===== src/rtl/unary_frame_serializer_if.sv =====
// Count-in / bit-out handshake bundle for unary_frame_serializer.
// master = count source and bit sink, slave = the serializer.
interface unary_frame_serializer_if #(
  parameter int CW = 7
);
  logic [CW-1:0] in_count;
  logic          in_valid;
  logic          in_ready;
  logic          out_bit;
  logic          out_valid;
  logic          out_ready;
  logic          out_first;
  logic          out_last;
  logic          busy;
  logic          err;

  modport master (
    output in_count, in_valid, out_ready,
    input  in_ready, out_bit, out_valid, out_first, out_last, busy, err
  );

  modport slave (
    input  in_count, in_valid, out_ready,
    output in_ready, out_bit, out_valid, out_first, out_last, busy, err
  );
endinterface


===== src/rtl/unary_frame_serializer.sv =====
// Turns a ones count N into a WIDTH-bit thermometer frame, one bit per handshake.
// Define UNARY_SELFCHECK_EN to re-count each emitted frame and raise a sticky err.
module unary_frame_serializer #(
  parameter int WIDTH = 127,
  parameter int CW    = $clog2(WIDTH + 1)
) (
  input logic                     clk,
  input logic                     rst,
  unary_frame_serializer_if.slave bus
);

  localparam logic [CW-1:0] WIDTH_C = CW'(WIDTH);
  localparam logic [CW-1:0] LAST_C  = CW'(WIDTH - 1);

  typedef enum logic {
    IDLE = 1'b0,
    EMIT = 1'b1
  } state_t;

  state_t        state_q;
  logic [CW-1:0] cnt_q;
  logic [CW-1:0] idx_q;
  logic [CW-1:0] cnt_d;
  logic          emit;
  logic          last;
  logic          hs;
  logic          accept;

  assign emit   = (state_q == EMIT);
  assign last   = emit && (idx_q == LAST_C);
  assign hs     = emit && bus.out_ready;
  // A new count is taken either from IDLE or on the final handshake of a frame.
  assign bus.in_ready = emit ? (last && bus.out_ready) : 1'b1;
  assign accept = bus.in_valid && bus.in_ready;
  assign cnt_d  = (bus.in_count > WIDTH_C) ? WIDTH_C : bus.in_count;

  assign bus.out_valid = emit;
  assign bus.out_bit   = emit && (idx_q < cnt_q);
  assign bus.out_first = emit && (idx_q == '0);
  assign bus.out_last  = last;
  assign bus.busy      = emit;

  always_ff @(posedge clk or posedge rst) begin
    if (rst) begin
      state_q <= IDLE;
      cnt_q   <= '0;
      idx_q   <= '0;
    end else if (accept) begin
      state_q <= EMIT;
      cnt_q   <= cnt_d;
      idx_q   <= '0;
    end else if (hs) begin
      if (last) begin
        state_q <= IDLE;
      end else begin
        idx_q <= idx_q + CW'(1);
      end
    end
  end

`ifdef UNARY_SELFCHECK_EN
  logic [CW-1:0] ones_q;
  logic          err_q;

  // Accumulates the bit actually presented on the port, so a corrupted output is caught.
  always_ff @(posedge clk or posedge rst) begin
    if (rst) begin
      ones_q <= '0;
      err_q  <= 1'b0;
    end else begin
      if (accept) begin
        ones_q <= '0;
      end else if (hs) begin
        ones_q <= ones_q + CW'(bus.out_bit);
      end
      if (hs && last && ((ones_q + CW'(bus.out_bit)) != cnt_q)) begin
        err_q <= 1'b1;
      end
    end
  end

  assign bus.err = err_q;
`else
  assign bus.err = 1'b0;
`endif

endmodule


===== src/flat_wrapper.sv =====
// flat-port wrapper written by rule: the top's interface ports become plain ports
module unary_frame_serializer_flat 
#(
  parameter int WIDTH = 127,
  parameter int CW    = $clog2(WIDTH + 1)
)
  (clk, rst, bus_in_count, bus_in_valid, bus_out_ready, bus_in_ready, bus_out_bit, bus_out_valid, bus_out_first, bus_out_last, bus_busy, bus_err);
  unary_frame_serializer_if #(.CW(CW)) bus_i ();
  input logic clk;
  input logic rst;
  input wire logic [$bits(bus_i.in_count)-1:0] bus_in_count;
  input wire logic [$bits(bus_i.in_valid)-1:0] bus_in_valid;
  input wire logic [$bits(bus_i.out_ready)-1:0] bus_out_ready;
  output wire logic [$bits(bus_i.in_ready)-1:0] bus_in_ready;
  output wire logic [$bits(bus_i.out_bit)-1:0] bus_out_bit;
  output wire logic [$bits(bus_i.out_valid)-1:0] bus_out_valid;
  output wire logic [$bits(bus_i.out_first)-1:0] bus_out_first;
  output wire logic [$bits(bus_i.out_last)-1:0] bus_out_last;
  output wire logic [$bits(bus_i.busy)-1:0] bus_busy;
  output wire logic [$bits(bus_i.err)-1:0] bus_err;
  assign bus_i.in_count = bus_in_count;
  assign bus_i.in_valid = bus_in_valid;
  assign bus_i.out_ready = bus_out_ready;
  assign bus_in_ready = bus_i.in_ready;
  assign bus_out_bit = bus_i.out_bit;
  assign bus_out_valid = bus_i.out_valid;
  assign bus_out_first = bus_i.out_first;
  assign bus_out_last = bus_i.out_last;
  assign bus_busy = bus_i.busy;
  assign bus_err = bus_i.err;
  unary_frame_serializer #(.WIDTH(WIDTH), .CW(CW)) u_core (.clk(clk), .rst(rst), .bus(bus_i));
endmodule

===== config.mk =====
export PLATFORM = sky130hd
export DESIGN_NAME = unary_frame_serializer_flat
export DESIGN_NICKNAME = d
export VERILOG_FILES = /design/src/rtl/unary_frame_serializer_if.sv /design/src/rtl/unary_frame_serializer.sv /design/src/flat_wrapper.sv
export SDC_FILE = /design/constraint.sdc
export NUM_CORES = 1
export LEC_CHECK = 0
export CAP_MARGIN = 40
export CORE_MARGIN = 2
export CORE_UTILIZATION = 33
export DETAILED_ROUTE_END_ITERATION = 12
export SYNTH_ARGS = -nofsm -noshare
export SYNTH_HDL_FRONTEND = slang
export SYNTH_SLANG_ARGS = --single-unit
export TNS_END_PERCENT = 1

===== constraint.sdc =====
create_clock -name clk -period 2.7 [get_ports clk]
set_input_delay 0.54 -clock clk [delete_from_list [all_inputs] [get_ports clk]]
set_output_delay 0.54 -clock clk [all_outputs]
set_load 0.01 [all_outputs]

Word-level counts from Yosys, hierarchy flattened. Index checks and enable logic that the tools add are counted.

ROM bits: 0. Memory bits (writable): 0. Word-level logic and storage cells: 27. Output and inout bits: 7. Bits of input ports: 11. Register bits after elaboration: 15. Memories: 0. Bits in latches: 0.

Shift-type cells: 0. Divide/modulo/power cells: 0. Bitwise gates (word level): 0. Eq/ne operators: 2. $mul: 0. Magnitude comparators: 2. Add/sub/neg operators: 1. Reductions and logical operators: 11. Multiplexer cells: 8.

Operator list (count): two-way mux 7 bit (4); adder 7 x 1 -> 7 bit, second input constant (1); == test 7 bit, second input constant (1); > comparator 7 bit, second input constant (1); logical NOT 7 bit (1); less-than comparator 7 bit (1); logical AND 1 bit (6); two-way mux 1 bit (4); AND reduction 2 bit (2); nonzero test 2 bit (2); inequality test 2 bit, second input constant (1).

Logic depth before layout (Yosys ltp). Gate-level depths: netlist (run 1).

Depth in word-level cells: 7. Mapped depth: 7. Mapped depth without buffers: 6.

Worst setup path before layout (run 1). OpenSTA, ideal clock, no wires.

Kind: register to output. Start: register u_core.idx_q[2]. End: output bus_out_bit. Path slack: 747 ps. Required time: 2160 ps. Path buffers: 0. Cell stages (with the launch flop): 6. Arrival time: 1413 ps. Cells stage by stage: dfrtp_1 -> ha_1 -> a21o_1 -> a31oi_1 -> o21ai_0 -> a31oi_1.

Word-level cells in the longest chain between the ends: 2.

RTL lines: start: declaration (RTL line unary_frame_serializer.sv:22) `logic [CW-1:0] idx_q;`; start signal: assignment (RTL line unary_frame_serializer.sv:56) `idx_q <= idx_q + CW'(1);`; less-than comparator 7 bit (RTL line unary_frame_serializer.sv:38) `assign bus.out_bit = emit && (idx_q < cnt_q);`; logical AND 1 bit (RTL line unary_frame_serializer.sv:38); end: declaration (RTL line flat_wrapper.sv:15) `output wire logic [$bits(bus_i.out_bit)-1:0] bus_out_bit;`.

No other way between the ends.

Worst setup path in the final report (run 1).
Start: register u_core.idx_q[0]. End: output bus_in_ready.

Word-level cells in the longest chain between the ends: 4.

RTL lines: == test 7 bit (RTL line unary_frame_serializer.sv:30) `assign last = emit && (idx_q == LAST_C);`; logical AND 1 bit (RTL line unary_frame_serializer.sv:30); logical AND 1 bit (RTL line unary_frame_serializer.sv:33) `assign bus.in_ready = emit ? (last && bus.out_ready) : 1'b1;`; two-way mux 1 bit (RTL line unary_frame_serializer.sv:33); end: declaration (RTL line flat_wrapper.sv:14) `output wire logic [$bits(bus_i.in_ready)-1:0] bus_in_ready;`.

No other way between the ends.

==> results.txt, run 1 <==
* Sink of the worst hold path: u_core.cnt_q[0]
- Post-synth EDFFs: 0
- Number of non-filler instances in the completed layout: 156
- Top FF cell, synth: dfrtp_1
* Via count of the first global-routing pass: 744
- HPWL after detailed placement: 1480 um
- At the worst endpoint, the required time is 2.16 ns.
* R2r startpoint: u_core.idx_q[0]
- The worst setup path is captured at an output pin.
* Depth of the most critical reg-to-reg path: 5
- I/O pin count: 18
* Power Total: 743 uW
- The library cells used most frequently in the layout, excluding fill and tap cells, are clkdlybuf4s50_1 (15), dfrtp_1 (15), nand2_1 (14).
- Sequential cell area fraction in the yosys report: 38.7%
* Worst IR drop on VDD: around 330 uV
* Pin count of the biggest net entering global routing: 18
- Counting flops with an async set or reset pin after synthesis yields a share of 100%.
* Area share of the largest cell type after synthesis: 38.7%
- Normalized max-slew margin: approximately three fifths
- The largest individual stage delay along the critical path comes from the cell clkdlybuf4s50_1.
- The endpoint identified for the worst register-to-register timing path is u_core.cnt_q[1].
- The synthesized design contains 15 register bits.
- For this run, the share of the core covered by cells in the final layout is 42.5%.
- Top cell type by total area after synthesis: dfrtp_1
- After the first detailed-routing iteration, the DRC count stood at 15.
- Skew final: ~0.0054 ns
- DRC violation count after routing: 0
- Final number of setup-violating endpoints: 0
- Final number of max-transition violations: 0
- The run finished with clean final reports.
- Layout area overhead: 21.8%
- For the pin with the worst max-slew slack, the measured transition is 0.578 ns.
- With fillers left out, the area of the finished cells amounts to between 1000 and 1500 um^2.
* Hold Buf Count CTS: 0
* Delay-heaviest family, CP: buffers and inverters
- The number of antenna diodes in the final layout is 0.
- After detailed routing, the average wire length per cell comes to 12.8 um.
- Count of yosys warnings during synthesis: 0
* Maximum level of the CTS H-tree: 1
- Final Hold Vio Count: 0
- Overflow left after global routing: 0
- Across the run, the number of max-cap violations was 0.
* Number of buffers and inverters on the critical path: 2
- Clk sink count: 15
- Setup slack, reg-to-reg: 0.96 ns
- Post-route ant nets: 0
- Setup repair after global routing left no endpoint under its margin.
* Core footprint: 2780 um^2
* Number of cells produced by synthesis: 107
- Gp weighted congestion: 0.757
* Post-CTS clock slew at the launch and capture registers of the worst setup and hold paths: 0.09 ns
* Proportion of layout cells with a drive suffix above 1: roughly 7%
- The pre-antenna-repair detailed-routing pass consisted of 6 iterations.
- Syn Nets: between 100 and 150
* Power density over the cells: 628 nW/um^2
* Input/output buffers: 16
- Worst Path Arrival: 1.99 ns
- STA classifies the critical path startpoint as a flop.
- Category of the most critical setup path: reg -> out
- Number of antenna violations at the first check in global routing: 0
- Setup total negative slack on the finished layout was measured at 0 ns.
- Including well taps, the total number of placed cells is 152.
- CTS Buf Count: 3
- Average size of a mapped cell: approximately 9.1 um^2
* Post-detailed-routing wire length: approximately 2000 um
- Tcrit/Tclk final: 93.7%
* Clock Latency Late Sink: around 0.29 ns
- The tree is rooted in a clkbuf_4.
* Yosys cell types: 32
* Hold path startpoint: u_core.cnt_q[0]
* Global-route wire length before repair: 3490 um
* Post-Synthesis Cell Area: 971 um^2
- Buffers from clock root to sink, at most: 2
- Hold path depth: 2
- The worst path in the final design needs a cycle of 2.53 ns, including I/O delays and setup.
- Derived from the worst setup path, the maximum achievable clock frequency is 0.395 GHz.
* Total vias in the final route: approximately 800
* CP max FO: 6
- On the worst path, the slowest cell contributes a delay of 0.53 ns.
- Clock tree from TritonCTS: built
* Average vias per placed instance: roughly 5.3
- In this run the post-CTS setup repair buffer count came out at 0.
* Cells traversed along the worst timing path: inv_1, ha_1, nand2_1, nor2_1, a21o_1, clkdlybuf4s50_1
- In this run the core area contains 19 standard-cell rows.
* Static leakage: 0.000567 uW
- Layout net count: 146
- Summing all placed instances gives a cell area of 1160 um^2.
- The path class of the tightest hold or removal check is reg -> reg.
- Die extent in y: approximately 58 um
- Measured along the x axis, the die boundary spans 58.2 um.
- The die covers between 3000 and 4000 um^2.
- Global routing consumed, over all layers together, 13.9% of the routing resources.
* Largest cells by area after synthesis: dfrtp_1 (39%), ha_1 (12%), nand2_1 (5.4%), o21ai_0 (5.2%), inv_1 (4.3%)
* Starting density of the core: about a third
[per-layer routing]
| metal | wire length (um) | GRT usage [%] |
|---|---|---|
| met2 | 895 | 19.5 |
| met3 | 97 | 4.91 |
| met1 | 982 | 20.0 |
| met5 | 0 | 0 |
| met4 | 25 | 3.99 |
[sequential cells by signal, indices dropped and copies added, names as in the netlist]
signal           count
u_core.idx_q         7
u_core.cnt_q         7
u_core.bus.busy      1
[synth_stat cells (2+ instances only)]
master    instances
and4_1            2
nand3_1           3
nand3b_1          2
o21ai_0          10
dfrtp_1          15
ha_1              9
inv_1            11
and2_1            2
nand2_1          14
a22o_1            2
a21o_1            3
nor2_1            4
a21oi_1           5
nand2b_1          2
a31oi_1           3
buf_4             2
or3_1             3
[what timing repair did]
item,in CTS,in global routing
hold endpoints to repair,0,0
setup endpoints to repair,1,0
resized for setup,1,0
[layout make-up]
cell class,instances,area [um^2]
Multi-Input combinational cell,78,534
Clock buffer,4,26.3
Timing Repair Buffer,17,166
Fill cell,281,1600
Sequential cell,15,375
Tap cell,31,38.8
Inverter,11,41.3
[worst max-delay path by stage]
stage	start	end	depth (start not counted)
detailed placement	u_core.idx_q[2]	bus_out_bit	6
floorplan	u_core.idx_q[2]	bus_out_bit	5
CTS	u_core.idx_q[0]	bus_in_ready	6
global route	u_core.idx_q[0]	bus_in_ready	6
finish	u_core.idx_q[0]	bus_in_ready	6
global placement	u_core.idx_q[2]	bus_out_bit	6
[kinds of logic after synthesis]
logic type	Yosys count	share of synthesized area, %
buffers and inverters	14	6.31
DFF	15	38.7
adders and majority gates	9	11.6
and+or+nand+nor	38	22.4
other	1	0.386
xor gates and xnor gates	1	0.902
muxes	2	2.58
AOI/OAI and AO/OA	27	17.1
[stage by stage]
stage               worst slack (ns)  hold slack, ns
floorplan                      0.747           0.441
global placement               0.362           0.476
detailed placement             0.308           0.468
CTS                            0.155           0.491
global route                  0.0114           0.524
finish                         0.169           0.487
[power breakdown]
group / total (uW) / switching, uW / internal [uW] / leakage, uW
Sequential: 345 / 75.9 / 269 / 0.000171
Clock: 136 / 79.0 / 57.5 / 0.0000150
Combinational: 262 / 133 / 128 / 0.000381
[worst min-delay path, stage by stage (launching register included)]
cell and delay (ns):
dfrtp_1 0.35, nand2_1 0.05, nand2_1 0.06
Note: power is estimated with default switching activity, not from simulation.
==> run 2, diff against run 1 <==
--- a/config.mk
+++ b/config.mk
@@ -9,6 +9,7 @@
 export CORE_MARGIN = 2
 export CORE_UTILIZATION = 33
 export DETAILED_ROUTE_END_ITERATION = 12
+export RECOVER_POWER = 100
 export SYNTH_ARGS = -nofsm -noshare
 export SYNTH_HDL_FRONTEND = slang
 export SYNTH_SLANG_ARGS = --single-unit
==> results.txt, run 2 (synthesized netlist as in run 1, its figures left out) <==
* Global-route layer with the greatest usage: met1 (unchanged)
- The clock network fraction of total power is 18.4% (about the same).
- Setup repair after global routing missed its margin: no (unchanged).
- Gp weighted congestion: 0.757 (unchanged)
- The buffer and inverter count on the worst path is 2 (unchanged).
- The number of nets at the end of the flow came to 146 (unchanged).
- The total of max-cap violations came to 0 (unchanged).
* Power density over the cells: 629 nW/um^2 (was 628 nW/um^2)
- Worst Path Arrival: 1.99 ns (about the same)
- The clock transition at the registers of the reported paths was 0.09 ns (about the same).
- The number of design rule violations left after detail routing is 0 (unchanged).
- Met3 usage in global routing: 4.91% (unchanged)
- The number of DRC markers after the initial detailed-route iteration is 17 (was 15).
- The total routing usage reported by global routing came to 13.9% (unchanged).
- Most frequent cells in the layout: dfrtp_1 (15), nand2_1 (14), o21ai_0 (12) (was clkdlybuf4s50_1 (15), dfrtp_1 (15), nand2_1 (14)).
- Tcrit/Tclk final: 93.8% (was 93.7%)
- The kind of cell adding the most delay to the critical path is buffers and inverters (unchanged).
* Core footprint: 2780 um^2 (unchanged)
- Critical Path Slowest Stage Cell: clkdlybuf4s50_1 (unchanged)
* Buffers from clock root to sink, at most: 2 (unchanged)
- Average vias per placed instance: 5.24 (was 5.26)
- Maximum single-stage delay on the critical path: 0.53 ns (about the same)
* CTS Root Buffer Type: clkbuf_4 (unchanged)
* Int Pwr: 454 uW (was 455 uW)
- The horizontal die dimension came to 58.2 um (unchanged).
- Layout area overhead: 21.4% (was 21.8%)
- Worst IR drop on VDD: 335 uV (was 334 uV)
* Combinational share of power: 35.0% (was 35.2%)
* Starting density of the core: 34.9% (unchanged)
- Input/output buffers: 16 (unchanged)
* Type of element capturing the critical path: output pin (unchanged)
* Data required time at the worst endpoint: 2.16 ns (about the same)
* Detailed-routing iteration count for the pre-antenna-repair pass: 6 (unchanged)
- CP max FO: 6 (unchanged)
* Most common cell after layout, fill and taps aside: dfrtp_1
- The worst min-delay path class is reg -> reg (unchanged).
- Utilization of the core after routing: 42.4% (was 42.5%)
- The accumulated negative setup slack was 0 ns (unchanged).
* Sw Share: 38.9% (was 38.8%)
- Final antenna diode count: 0 (unchanged)
* Element type at the critical path start: flop (unchanged)
* Total vias in the final route: 818 (was 821)
- Global-route wire length before repair: 3490 um (unchanged)
- Overflow left after global routing: 0 (unchanged)
* Clk sink count: 15 (unchanged)
* Power Total: 742 uW (was 743 uW)
- Fmax: 0.395 GHz (about the same)
* Maximum level of the CTS H-tree: 1 (unchanged)
- Number of antenna violations at the first check in global routing: 0 (unchanged)
* Met2 global-route usage: 19.5% (unchanged)
- The area enclosed by the die boundary is 3390 um^2 (unchanged).
- Normalized max-slew margin: 61.4% (about the same)
* Run status: complete, no violations (unchanged)
- The TritonCTS clock tree is built (unchanged).
- The clock latency reported for the late side of the worst-skew pair was 0.29 ns (about the same).
- Final number of max-transition violations: 0 (unchanged)
* Setup slack of the critical path after layout: 0.167 ns (was 0.169 ns)
* Transition time of the tightest slew-check pin: 0.578 ns (about the same)
- Sequential power share: 46.6% (was 46.4%)
- Pin count of the biggest net entering global routing: 18 (unchanged)
- Post-detailed-routing wire length: 2010 um (was 2000 um)
- Met1 Usage GRT: 20.0% (unchanged)
- Proportion of layout cells with a drive suffix above 1: 6.40% (was 7.20%)
- The final worst clock skew is 0.00509 ns (was 0.00537 ns).
* Cells traversed along the worst timing path: inv_1, ha_1, nand2_1, nor2_1, a21o_1, clkdlybuf4s50_1 (unchanged)
- The placed standard-cell area was 1160 um^2 (unchanged).
* Post-route ant nets: 0 (unchanged)
* Row count: 19 (unchanged)
* HPWL after detailed placement: 1480 um (unchanged)
- The average wire per cell in the routed design came to 12.9 um (was 12.8 um).
- The I/O pin total came to 18 (unchanged).
- Die extent in y: 58.2 um (unchanged)
- Final number of setup-violating endpoints: 0 (unchanged)
- The switching power of the nets was 288 uW (about the same).
- The post-route minimum period is 2.53 ns (about the same).
* Static leakage: 0.000562 uW (was 0.000567 uW)
- Final Hold Vio Count: 0 (unchanged)
- CTS Buf Count: 3 (unchanged)
- Hold Buf Count CTS: 0 (unchanged)
- The cell area after layout came to 1180 um^2 (about the same).
- Category of the most critical setup path: reg -> out (unchanged)
* Setup WS pre-CTS: 0.308 ns (unchanged)
* Via count of the first global-routing pass: 744 (unchanged)
## run 2: through the flow
stage / hold slack (ns) / instances
final: 0.487 / 156
after global routing: 0.524 / 156
after CTS: 0.491 / 156
after detailed placement: 0.468 / 152
after global placement: 0.476 / 152
after floorplan: 0.441 / 107
## run 2: layout make-up
cell class                      count  area, um^2
Timing Repair Buffer               17         166
Sequential cell                    15         375
Fill cell                         283        1600
Inverter                           11        41.3
Clock buffer                        4        26.3
Tap cell                           31        38.8
Multi-Input combinational cell     78         531
## run 2: power by group through the flow
stage / Clock [uW] / Sequential [uW] / Combinational (uW)
6_report: 136 / 346 / 260
5_1_grt: 149 / 355 / 302
4_1_cts: 138 / 344 / 264
3_5_place_dp: 0 / 349 / 267
3_3_place_gp: 0 / 347 / 256
2_1_floorplan: 0 / 340 / 173
## run 2: layer usage
layer,part of all wire (%),wire [um],vias to the layer above
li1,-,-,410
met1,49,982,388
met2,45,900,18
met3,5.0,101,2
met4,1.2,25,0
met5,0,0,-
## run 2: path summary, 6_finish.rpt
path                            startpoint              end  slack (ns)  depth (start not counted)
max reg2reg                u_core.idx_q[0]  u_core.idx_q[3]        0.95                          6
min                        u_core.cnt_q[0]  u_core.cnt_q[0]        0.49                          2
max                        u_core.idx_q[0]     bus_in_ready        0.17                          6
min reg2reg                u_core.cnt_q[0]  u_core.cnt_q[0]        0.49                          2
max in group asynchronous              rst  u_core.bus.busy        1.59                          2
min in group asynchronous              rst  u_core.cnt_q[1]        0.73                          2
## run 2: what timing repair did
| action | CTS | global route |
|---|---|---|
| setup endpoints to repair | 1 | 0 |
| buffers inserted | 0 | 0 |
| resized for setup | 1 | 0 |
## run 2: worst register-to-register path, stage by stage (launching register included)
cell and delay (ns):
dfrtp_1 0.44, inv_1 0.11, ha_1 0.25, nand3b_1 0.15, o21ai_0 0.16, or4_1 0.49
nand3_1 0.09
